<file path="src/rtl/ex_mem_register.sv">
// EX/MEM pipeline register: captures ALU/control state, resolves BEQ/BNE and drives the data-memory request.
// Optional macro EXMEM_FWD_EN adds the fwd_valid/fwd_rd/fwd_data forwarding outputs.
module ex_mem_register (
  input  logic        clock,
  input  logic        reset_n,
  input  logic        in_valid,
  input  logic        stall,
  input  logic        flush,
  input  logic [31:0] alu_result,
  input  logic        alu_zero,
  input  logic [31:0] branch_target,
  input  logic [31:0] store_data,
  input  logic [4:0]  rd_in,
  input  logic [2:0]  funct3,
  input  logic        ctl_mem_read,
  input  logic        ctl_mem_write,
  input  logic        ctl_reg_write,
  input  logic        ctl_mem_to_reg,
  input  logic        ctl_branch,
  output logic        out_valid,
  output logic [31:0] mem_addr,
  output logic [31:0] mem_wdata,
  output logic [3:0]  mem_byte_en,
  output logic        mem_read_o,
  output logic        mem_write_o,
  output logic        reg_write_o,
  output logic        mem_to_reg_o,
  output logic [4:0]  rd_o,
  output logic [31:0] branch_target_o,
  output logic        pc_src,
  output logic        misaligned
`ifdef EXMEM_FWD_EN
  ,
  output logic        fwd_valid,
  output logic [4:0]  fwd_rd,
  output logic [31:0] fwd_data
`endif
);

  logic        valid_q, valid_d;
  logic [31:0] addr_q, addr_d;
  logic [31:0] target_q, target_d;
  logic [31:0] sdata_q, sdata_d;
  logic [4:0]  rd_q, rd_d;
  logic [2:0]  funct3_q, funct3_d;
  logic        mem_read_q, mem_read_d;
  logic        mem_write_q, mem_write_d;
  logic        reg_write_q, reg_write_d;
  logic        mem_to_reg_q, mem_to_reg_d;
  logic        taken_q, taken_d;
  logic        fired_q, fired_d;

  logic        capture;
  logic        cap_valid;
  logic [1:0]  a;

  assign capture   = flush | ~stall;
  assign cap_valid = in_valid & ~flush;
  assign a         = addr_q[1:0];

  always_comb begin
    valid_d      = valid_q;
    addr_d       = addr_q;
    target_d     = target_q;
    sdata_d      = sdata_q;
    rd_d         = rd_q;
    funct3_d     = funct3_q;
    mem_read_d   = mem_read_q;
    mem_write_d  = mem_write_q;
    reg_write_d  = reg_write_q;
    mem_to_reg_d = mem_to_reg_q;
    taken_d      = taken_q;
    fired_d      = fired_q | pc_src;
    if (capture) begin
      // Bubbles keep the datapath fields but drop every control bit.
      valid_d      = cap_valid;
      addr_d       = alu_result;
      target_d     = branch_target;
      sdata_d      = store_data;
      rd_d         = rd_in;
      funct3_d     = funct3;
      mem_read_d   = cap_valid & ctl_mem_read;
      mem_write_d  = cap_valid & ctl_mem_write;
      reg_write_d  = cap_valid & ctl_reg_write;
      mem_to_reg_d = cap_valid & ctl_mem_to_reg;
      taken_d      = cap_valid & ctl_branch &
                     (((funct3 == 3'b000) & alu_zero) | ((funct3 == 3'b001) & ~alu_zero));
      fired_d      = 1'b0;
    end
  end

  always_ff @(posedge clock or negedge reset_n) begin
    if (!reset_n) begin
      valid_q      <= 1'b0;
      addr_q       <= '0;
      target_q     <= '0;
      sdata_q      <= '0;
      rd_q         <= '0;
      funct3_q     <= '0;
      mem_read_q   <= 1'b0;
      mem_write_q  <= 1'b0;
      reg_write_q  <= 1'b0;
      mem_to_reg_q <= 1'b0;
      taken_q      <= 1'b0;
      fired_q      <= 1'b0;
    end else begin
      valid_q      <= valid_d;
      addr_q       <= addr_d;
      target_q     <= target_d;
      sdata_q      <= sdata_d;
      rd_q         <= rd_d;
      funct3_q     <= funct3_d;
      mem_read_q   <= mem_read_d;
      mem_write_q  <= mem_write_d;
      reg_write_q  <= reg_write_d;
      mem_to_reg_q <= mem_to_reg_d;
      taken_q      <= taken_d;
      fired_q      <= fired_d;
    end
  end

  // Size comes from funct3[1:0] so unsigned loads alias onto their signed counterparts.
  assign misaligned = valid_q & (mem_read_q | mem_write_q) &
                      (((funct3_q[1:0] == 2'b01) & a[0]) |
                       ((funct3_q[1:0] == 2'b10) & (a != 2'b00)));

  assign out_valid       = valid_q;
  assign mem_addr        = addr_q;
  assign branch_target_o = target_q;
  assign rd_o            = rd_q;
  assign reg_write_o     = reg_write_q;
  assign mem_to_reg_o    = mem_to_reg_q;
  assign mem_read_o      = valid_q & mem_read_q & ~misaligned;
  assign mem_write_o     = valid_q & mem_write_q & ~misaligned;
  assign pc_src          = valid_q & taken_q & ~fired_q;

  always_comb begin
    mem_byte_en = 4'b0000;
    mem_wdata   = sdata_q;
    case (funct3_q)
      3'b000: begin
        mem_byte_en = 4'b0001 << a;
        mem_wdata   = {4{sdata_q[7:0]}};
      end
      3'b001: begin
        mem_byte_en = a[1] ? 4'b1100 : 4'b0011;
        mem_wdata   = {2{sdata_q[15:0]}};
      end
      3'b010:  mem_byte_en = 4'b1111;
      default: mem_byte_en = 4'b0000;
    endcase
    if (!mem_write_o) mem_byte_en = 4'b0000;
  end

`ifdef EXMEM_FWD_EN
  assign fwd_valid = valid_q & reg_write_q & ~mem_to_reg_q & (rd_q != 5'd0);
  assign fwd_rd    = rd_q;
  assign fwd_data  = addr_q;
`endif

endmodule

</file>
<file path="config.mk">
export PLATFORM = sky130hd
export DESIGN_NAME = ex_mem_register
export DESIGN_NICKNAME = d
export VERILOG_FILES = /design/src/rtl/ex_mem_register.sv
export SDC_FILE = /design/constraint.sdc
export NUM_CORES = 1
export LEC_CHECK = 0
export ABC_CLOCK_PERIOD_IN_PS = 1500
export BUFFER_PORTS_ARGS = -buffer_cell sky130_fd_sc_hd__buf_2
export CAP_MARGIN = 5
export CORE_MARGIN = 2
export CORE_UTILIZATION = 42
export DETAILED_ROUTE_END_ITERATION = 8
export GPL_TIMING_DRIVEN = 0
export PLACE_DENSITY = 0.76
export SYNTH_ARGS = -nofsm -noshare
export SYNTH_HDL_FRONTEND = slang
export SYNTH_SLANG_ARGS = --single-unit
</file>
<file path="constraint.sdc">
create_clock -name clock -period 1.5 [get_ports clock]
set_input_delay 0.3 -clock clock [delete_from_list [all_inputs] [get_ports clock]]
set_output_delay 0.3 -clock clock [all_outputs]
set_load 0.1 [all_outputs]
</file>
After elaboration in Yosys (flattened, before gate mapping)
Cells that the tools add are included.
{ "totals": {"ff_bits": 111, "in_bits": 115, "out_inout_bits": 112, "elab_cells": 55} }
{ "classes": {"n_eq_ne": 5, "n_shift": 1, "mux": 5, "bitwise": 29, "reduce_logical": 3} }
{ "op_table": {"columns": ["operator", "count"], "rows": [
  ["one-hot mux 32 bit (2 select lines)", 1],
  ["bitwise AND 1 bit", 19],
  ["one-hot mux 4 bit (3 select lines)", 1],
  ["2-to-1 mux 4 bit", 2],
  ["== test 3 x 1 -> 1 bit, second input constant", 2],
  ["zero test 3 bit", 2],
  ["inverter 1 bit", 5],
  ["bitwise OR 1 bit", 5],
  ["left shift 1 x 2 -> 4 bit, first input constant", 1],
  ["== test 3 x 2 -> 1 bit, second input constant", 1],
  ["== test 2 x 1 -> 1 bit, second input constant", 1],
  ["== test 2 bit, second input constant", 1],
  ["nonzero test 2 bit", 1],
  ["2-to-1 mux 1 bit", 1]
]} }

Logic depth before layout (Yosys ltp)
Gate-level depths: netlist of the first run.
{ "logic_depth": {"ltp_word": 7, "ltp_mapped": 6, "depth_no_buf": 3} }

Worst setup path after synthesis of the first run
Ideal clock, no wire load.
{ "synth_timing": {"path_kind": "reg2out", "start": "register valid_q, in the netlist out_valid", "end": "output mem_byte_en[0]", "t_arrival_ns": 5.982, "required_ns": 1.200, "path_slack_ns": -4.782, "stages_incl_launch_ff": 3, "path_buffers": 0, "path_cell_list": "dfrtp_1 -> nand3b_1 -> a2111oi_0"} }
{ "synth_via": {"elab_chain_cells": 5, "elab_cells_between_ends": 6, "classes_between": "1 x mux; 5 x bitwise"} }
{ "synth_lines": {"columns": ["item", "line_no", "text"], "rows": [
  ["start: declaration", "40", "logic valid_q, valid_d;"],
  ["start signal: assignment", "107", "valid_q <= valid_d;"],
  ["bitwise AND 1 bit (2 in series)", "123", "assign misaligned = valid_q & (mem_read_q | mem_write_q) &"],
  ["inverter 1 bit", "134", "assign mem_write_o = valid_q & mem_write_q & ~misaligned;"],
  ["bitwise AND 1 bit *", "134", null],
  ["2-to-1 mux 4 bit *", "152", "if (!mem_write_o) mem_byte_en = 4'b0000;"],
  ["end: declaration", "23", "output logic [3:0] mem_byte_en,"]
]} }
Every way passes the cells marked *; elsewhere a longest branch is shown, timed or not.

Worst setup path in the final report of the first run
{ "layout_timing": {"start": "register funct3_q[1]", "end": "output mem_wdata[20]"} }
{ "layout_via": {"elab_chain_cells": 2, "elab_cells_between_ends": 3, "classes_between": "1 x eq/ne; 1 x mux; 1 x reduce/logical"} }
{ "layout_lines": {"columns": ["item", "line_no", "text"], "rows": [
  ["start: declaration", "45", "logic [2:0] funct3_q, funct3_d;"],
  ["start signal: assignment", "112", "funct3_q <= funct3_d;"],
  ["== test 3 x 1 -> 1 bit / zero test 3 bit (equally long branches)", "140", "case (funct3_q)"],
  ["one-hot mux 32 bit (2 select lines) *", "140", null],
  ["end: declaration", "22", "output logic [31:0] mem_wdata,"]
]} }
Marked as above.

==> metrics.txt, run 1 <==
post-DP HPWL 8956 um; core region area 11420 um^2; Clock transition at path regs 0.08 ns; fin crit period 2.041 ns; Crit Path Class reg -> out; Remaining DRCs 0; Pins Over Slew Limit 0; pwr/cell area 1252 nW/um^2; area of the mapped netlist 4926 um^2; compound-gate portion of the synthesized area 0.02769; ranking of synthesized cells by area dfrtp_1 56%, mux2_2 19%, mux2_4 12%; main combinational cell family by area after synthesis multiplexers; Post-Syn Area per Cell 15.16 um^2; H-Tree Depth 3; max cap viols 0; post-synthesis simple-gate area fraction 0.03429; Top FF cell, synth dfrtp_1; n_diodes 0; Die ar. 12610 um^2; RSZ-0062 raised after global routing true; I/O pin count 227; worst vdd rail ir drop 0.9181 mV; Hold WC Path Type in -> reg; Area Growth Syn to Fin 56.18%; die span in x 112.3 um; number of buffers created by CTS 9; capturing point of the worst reg2reg path funct3_q[0]$_DFFE_PN0N_; CTS tree built; synth unique cells 29; Post-synth EDFFs 0; fmax 490.0 MHz; Yosys reg bits 111; Period Utilization, post-route 1.361; fin area 7694 um^2; Setup crit end mem_wdata[20]; Rows 39; post-synth top area cell dfrtp_1; maximum clock insertion buffer count 2; Required @ worst endpoint 1.20 ns; worst skew pair latency 0.34 ns; commonest cells in the netlist 111 x dfrtp_1, 82 x mux2_2, 38 x mux2_4, 16 x nor2_1, 14 x buf_4; Overflow after GRT 0; hold path startpoint store_data[27]; most frequent cell after synthesis dfrtp_1; Worst Setup SP funct3_q[1]$_DFFE_PN0N_; Via density 4.952; Root Buffer clkbuf_16; vias in the first global route 4051; drt initial violations 132; Setup Skew 0.001945 ns; post-synthesis xor/xnor area fraction 0.003556; Synth top area share 0.5639; RR Startpoint funct3_q[0]$_DFFE_PN0N_; multiplexer area fraction after synthesis 0.3195; largest net degree at the start of global routing 69; Detailed Routing Iterations Pass 1 4; Static Leak 3.655 nW; Area after DPL 6639 um^2; asr flop ratio synth 1.000; total wire length 12990 um; cell count after synthesis 325; sequential element share of the synthesized area 0.5639; Reg2Reg Setup Slack 0.45 ns; Synth Warn # 0; drt wl/cell 17.87 um; Initial Util 0.4314; Setup crit start kind flip-flop; Worst setup EP type output pin; worst slew pin tran 0.6019 ns; wire length of the first global-routing pass 20440 um; WP data arrival 1.74 ns; IO buf count 226; antenna-violating nets left 0; Finished Core Util 0.6738; Tot GR Track Use 0.2067; failing checks negative setup slack; outcome finished, violations left; net count after synthesis 440; Worst Slack Setup Final -0.5408 ns; share of layout cells above drive strength 1 0.7568; relative slew slack 0.5987; Fin. Hold Viols 0; initial antenna violation count 0; die height 112.3 um; adder-cell share of the synthesized area 0; worst-path maximum fanout 8; layout net count 694; Worst Reg2Reg Path Length in Cells 3; Final setup viols 31; routed vias 3600; clk sink count 111; GP Congestion 0.7974
-- flip-flops by register name, summed over array words and instances (netlist names) --
register / flops
mem_to_reg_o: 1
reg_write_o: 1
taken_q: 1
fired_q: 1
mem_read_q: 1
rd_o: 5
out_valid: 1
branch_target_o: 32
mem_write_q: 1
mem_addr: 32
funct3_q: 3
sdata_q: 32
-- per-layer routing --
layer  part of all wire  track usage  wire length [um]
met2               0.54       0.3731              6989
met1               0.39       0.2385              5090
met5                  0            0                 0
met4              0.011      0.05935               146
met3              0.059      0.06102               767
-- timing repair --
action / in CTS / in global routing
endpoints found under the setup margin: 43 / 39
setup buffers: 13 / 3
gates cloned: 1 / 0
pin swaps: 4 / 2
hold endpoints to repair: 43 / 0
hold buffers: 1 / 0
resized for setup: 148 / 16
-- critical path, stage by stage, from the launching register on --
cell	delay (ns)
dfrtp_1	0.39
buf_6	0.15
nor2_4	0.20
buf_6	0.17
mux2_4	0.32
buf_12	0.17
-- stage by stage --
| step | power [mW] | setup slack [ns] | cells | TNS, ns | hold slack (ns) |
|---|---|---|---|---|---|
| floorplan | 6.199 | -0.9165 | 325 | -8.392 | 0.004409 |
| global placement | 6.768 | -1.463 | 694 | -137.26 | 0.4822 |
| detailed placement | 6.830 | -0.5594 | 695 | -14.64 | 0.3408 |
| CTS | 9.681 | -0.5423 | 726 | -16.12 | 0.1677 |
| global route | 9.954 | -0.6174 | 727 | -17.71 | 0.1624 |
| finish | 9.636 | -0.5408 | 727 | -15.40 | 0.1791 |
-- worst min path at each step --
stage | to | slack (ns) | cells after the start
finish | sdata_q[27]$_DFFE_PN0N_ | 0.18 | 2
CTS | sdata_q[27]$_DFFE_PN0N_ | 0.17 | 2
floorplan | branch_target_o[0]$_DFFE_PN0N_ | 0.004 | 0
detailed placement | mem_addr[29]$_DFFE_PN0N_ | 0.34 | 1
global placement | rd_o[2]$_DFFE_PN0N_ | 0.48 | 1
global route | mem_addr[0]$_DFFE_PN0N_ | 0.16 | 2
-- power breakdown --
group / internal (mW) / switching, mW
registers: 3.24 / 0.185
clock network: 1.30 / 1.10
logic: 1.19 / 2.62
-- final cells by class --
cell class | instances | area, um^2
Buffer | 25 | 295.3
Inverter | 2 | 7.507
Tap cell | 143 | 178.9
Fill cell | 762 | 3725
Sequential cell | 111 | 2790
Timing Repair Buffer | 244 | 1884
Multi-Input combinational cell | 186 | 2240
Clock inverter | 7 | 72.57
Clock buffer | 9 | 225.2
-- placed cells by master, fill, tap and decap left out, types with 2 or more instances in the layout --
cell type   Yosys  final
a21oi_1        12      3
a21oi_4         0      9
a22oi_1         5      4
and3_4          0      2
buf_12          5     40
buf_2           4    182
buf_4          14     25
buf_6           1     18
clkbuf_16       0     10
clkinv_2        0      2
clkinvlp_4      0      2
dfrtp_1       111    107
dfrtp_4         0      3
inv_1           2      2
mux2_2         82     66
mux2_4         38     54
mux2i_1         8      6
mux2i_2         0      2
nand3b_1        2      2
nor2_1         16      6
nor2_4          0     11
nor2b_1         4      3
nor2b_2         1      2
nor3_4          0      3
o21ai_0         3      2
-- cell families after synthesis --
logic type             count (synthesis)
multiplexers                         128
buffers and inverters                 28
flip-flops                           111
AND/OR/NAND/NOR                       33
XOR/XNOR                               2
AO/OA/AOI/OAI                         23
Note: power is estimated with default switching activity, not from simulation.
==> run 2, diff against run 1 <==
--- a/config.mk
+++ b/config.mk
@@ -12,6 +12,7 @@
 export CORE_UTILIZATION = 42
 export DETAILED_ROUTE_END_ITERATION = 8
 export GPL_TIMING_DRIVEN = 0
+export MAX_ROUTING_LAYER = met4
 export PLACE_DENSITY = 0.76
 export SYNTH_ARGS = -nofsm -noshare
 export SYNTH_HDL_FRONTEND = slang
==> metrics.txt, run 2 (synthesized netlist as in run 1, its figures left out) <==
Rows 39 (unchanged); Fin Setup TNS -15.37 ns (+0.03630 ns); worst-path maximum fanout 8 (unchanged); largest net degree at the start of global routing 69 (unchanged); H-Tree Depth 3 (unchanged); WHS 0.1785 ns (-0.0006350 ns); Period Utilization, post-route 1.361 (about the same); CP peak stage delay 0.39 ns (about the same); Pins Over Slew Limit 0 (unchanged); Fin. Hold Viols 0 (unchanged); Remaining DRCs 0 (unchanged); IO buf count 226 (unchanged); die span in x 112.3 um (unchanged); vias in the first global route 4053 (+0.049%); fin area 7695 um^2 (about the same); worst skew pair latency 0.35 ns (about the same); most common cell after layout, fill and taps aside buf_2; Crit Path Class reg -> out; Static Leak 3.654 nW (about the same); DP Cell Count 695 (unchanged); Overflow after GRT 0 (unchanged); GP Congestion 0.8089 (+1.4%); fin crit period 2.041 ns (+0.0006630 ns); initial antenna violation count 0 (unchanged); share of layout cells above drive strength 1 0.7586 (+0.001712); CTS tree built; number of buffers created by CTS 9 (unchanged); WP data arrival 1.74 ns (about the same); Via density 4.930 (-0.44%); worst vdd rail ir drop 0.9192 mV (+0.12%); worst slew pin tran 0.5982 ns (-0.003700 ns); routed vias 3584 (-0.44%); core region area 11420 um^2 (unchanged); Worst Slack Setup Final -0.5415 ns (-0.0006630 ns); Finished Core Util 0.6739 (about the same); clk sink count 111 (unchanged); failing checks negative setup slack; pwr/cell area 1251 nW/um^2 (about the same); antenna-violating nets left 0 (unchanged); Buf/Inv on CP 3 (unchanged); delay-heaviest family, CP buffers and inverters; drt wl/cell 17.91 um (+0.21%); Reg2Reg Setup Slack 0.45 ns (about the same); drt initial violations 114 (-14%); RSZ-0062 raised after global routing true; relative slew slack 0.6012 (+0.002466); Clock transition at path regs 0.07 ns (about the same); most frequent cell on the critical path buf_6; pre-CTS setup slack -0.5594 ns (unchanged); Area after DPL 6639 um^2 (unchanged); Initial Util 0.4314 (unchanged); outcome finished, violations left; wire length of the first global-routing pass 20400 um (-0.23%); total wire length 13020 um (+0.21%); Tot GR Track Use 0.2128 (+0.006040); CP max stage cell dfrtp_1; Root Buffer clkbuf_16; Worst setup EP type output pin; die height 112.3 um (unchanged); Detailed Routing Iterations Pass 1 4 (unchanged); Area Growth Syn to Fin 56.21% (about the same); I/O pin count 227 (unchanged); fmax 489.8 MHz (about the same); Required @ worst endpoint 1.20 ns (about the same); n_diodes 0 (unchanged); Tot Pwr 9.629 mW (about the same); Hold WC Path Type in -> reg; post-DP HPWL 8956 um (unchanged); Final setup viols 32 (+3.2%); non-filler instance count after layout 727 (unchanged); Setup Skew 0.001444 ns (-0.0005015 ns); layout net count 694 (unchanged); Setup crit start kind flip-flop; Die ar. 12610 um^2 (unchanged); most frequent cells in the layout 182 x buf_2, 106 x dfrtp_1, 66 x mux2_2; CP Cell Sequence buf_6 > nor2_4 > buf_6 > mux2_4 > buf_12; maximum clock insertion buffer count 2 (unchanged); max cap viols 0 (unchanged)
## run 2: final cells by class
type | count | area [um^2]
sequential | 111 | 2791
clock inverter | 7 | 72.57
buffer | 25 | 295.3
timing repair buffer | 244 | 1884
multi-input combinational | 186 | 2240
clock buffer | 9 | 225.2
inverter | 2 | 7.507
fill | 762 | 3724
tap | 143 | 178.9
## run 2: worst paths after layout
path,start,to,cells after the start
min in group asynchronous,reset_n,mem_addr[29]$_DFFE_PN0N_,2
min,store_data[27],sdata_q[27]$_DFFE_PN0N_,2
min reg2reg,branch_target_o[23]$_DFFE_PN0N_,branch_target_o[23]$_DFFE_PN0N_,1
max reg2reg,mem_addr[0]$_DFFE_PN0N_,mem_addr[0]$_DFFE_PN0N_,2
max,funct3_q[1]$_DFFE_PN0N_,mem_wdata[20],5
max in group asynchronous,reset_n,mem_addr[1]$_DFFE_PN0N_,3
## run 2: what timing repair did
| action | in CTS | in global routing |
|---|---|---|
| buffers inserted | 13 | 3 |
| endpoints found under the setup margin | 43 | 39 |
| hold buffers | 1 | 0 |
| pin swaps | 4 | 2 |
| cloned | 1 | 0 |
| endpoints found under the hold margin | 43 | 0 |
| gates resized for setup | 148 | 17 |
## run 2: layer usage
layer | GRT usage | vias to the layer above | part of all wire
met5 | - | - | 0
met1 | 0.2435 | 1791 | 0.39
met4 | 0.06016 | 0 | 0.0091
met2 | 0.3723 | 138 | 0.54
met3 | 0.05292 | 8 | 0.056
li1 | - | 1647 | -
## run 2: report_power, final
part / internal [mW] / leakage [nW] / switching (mW) / total [mW]
clock: 1.30 / 0.142 / 1.09 / 2.39
combinational: 1.19 / 2.21 / 2.62 / 3.81
sequential: 3.24 / 1.30 / 0.185 / 3.42
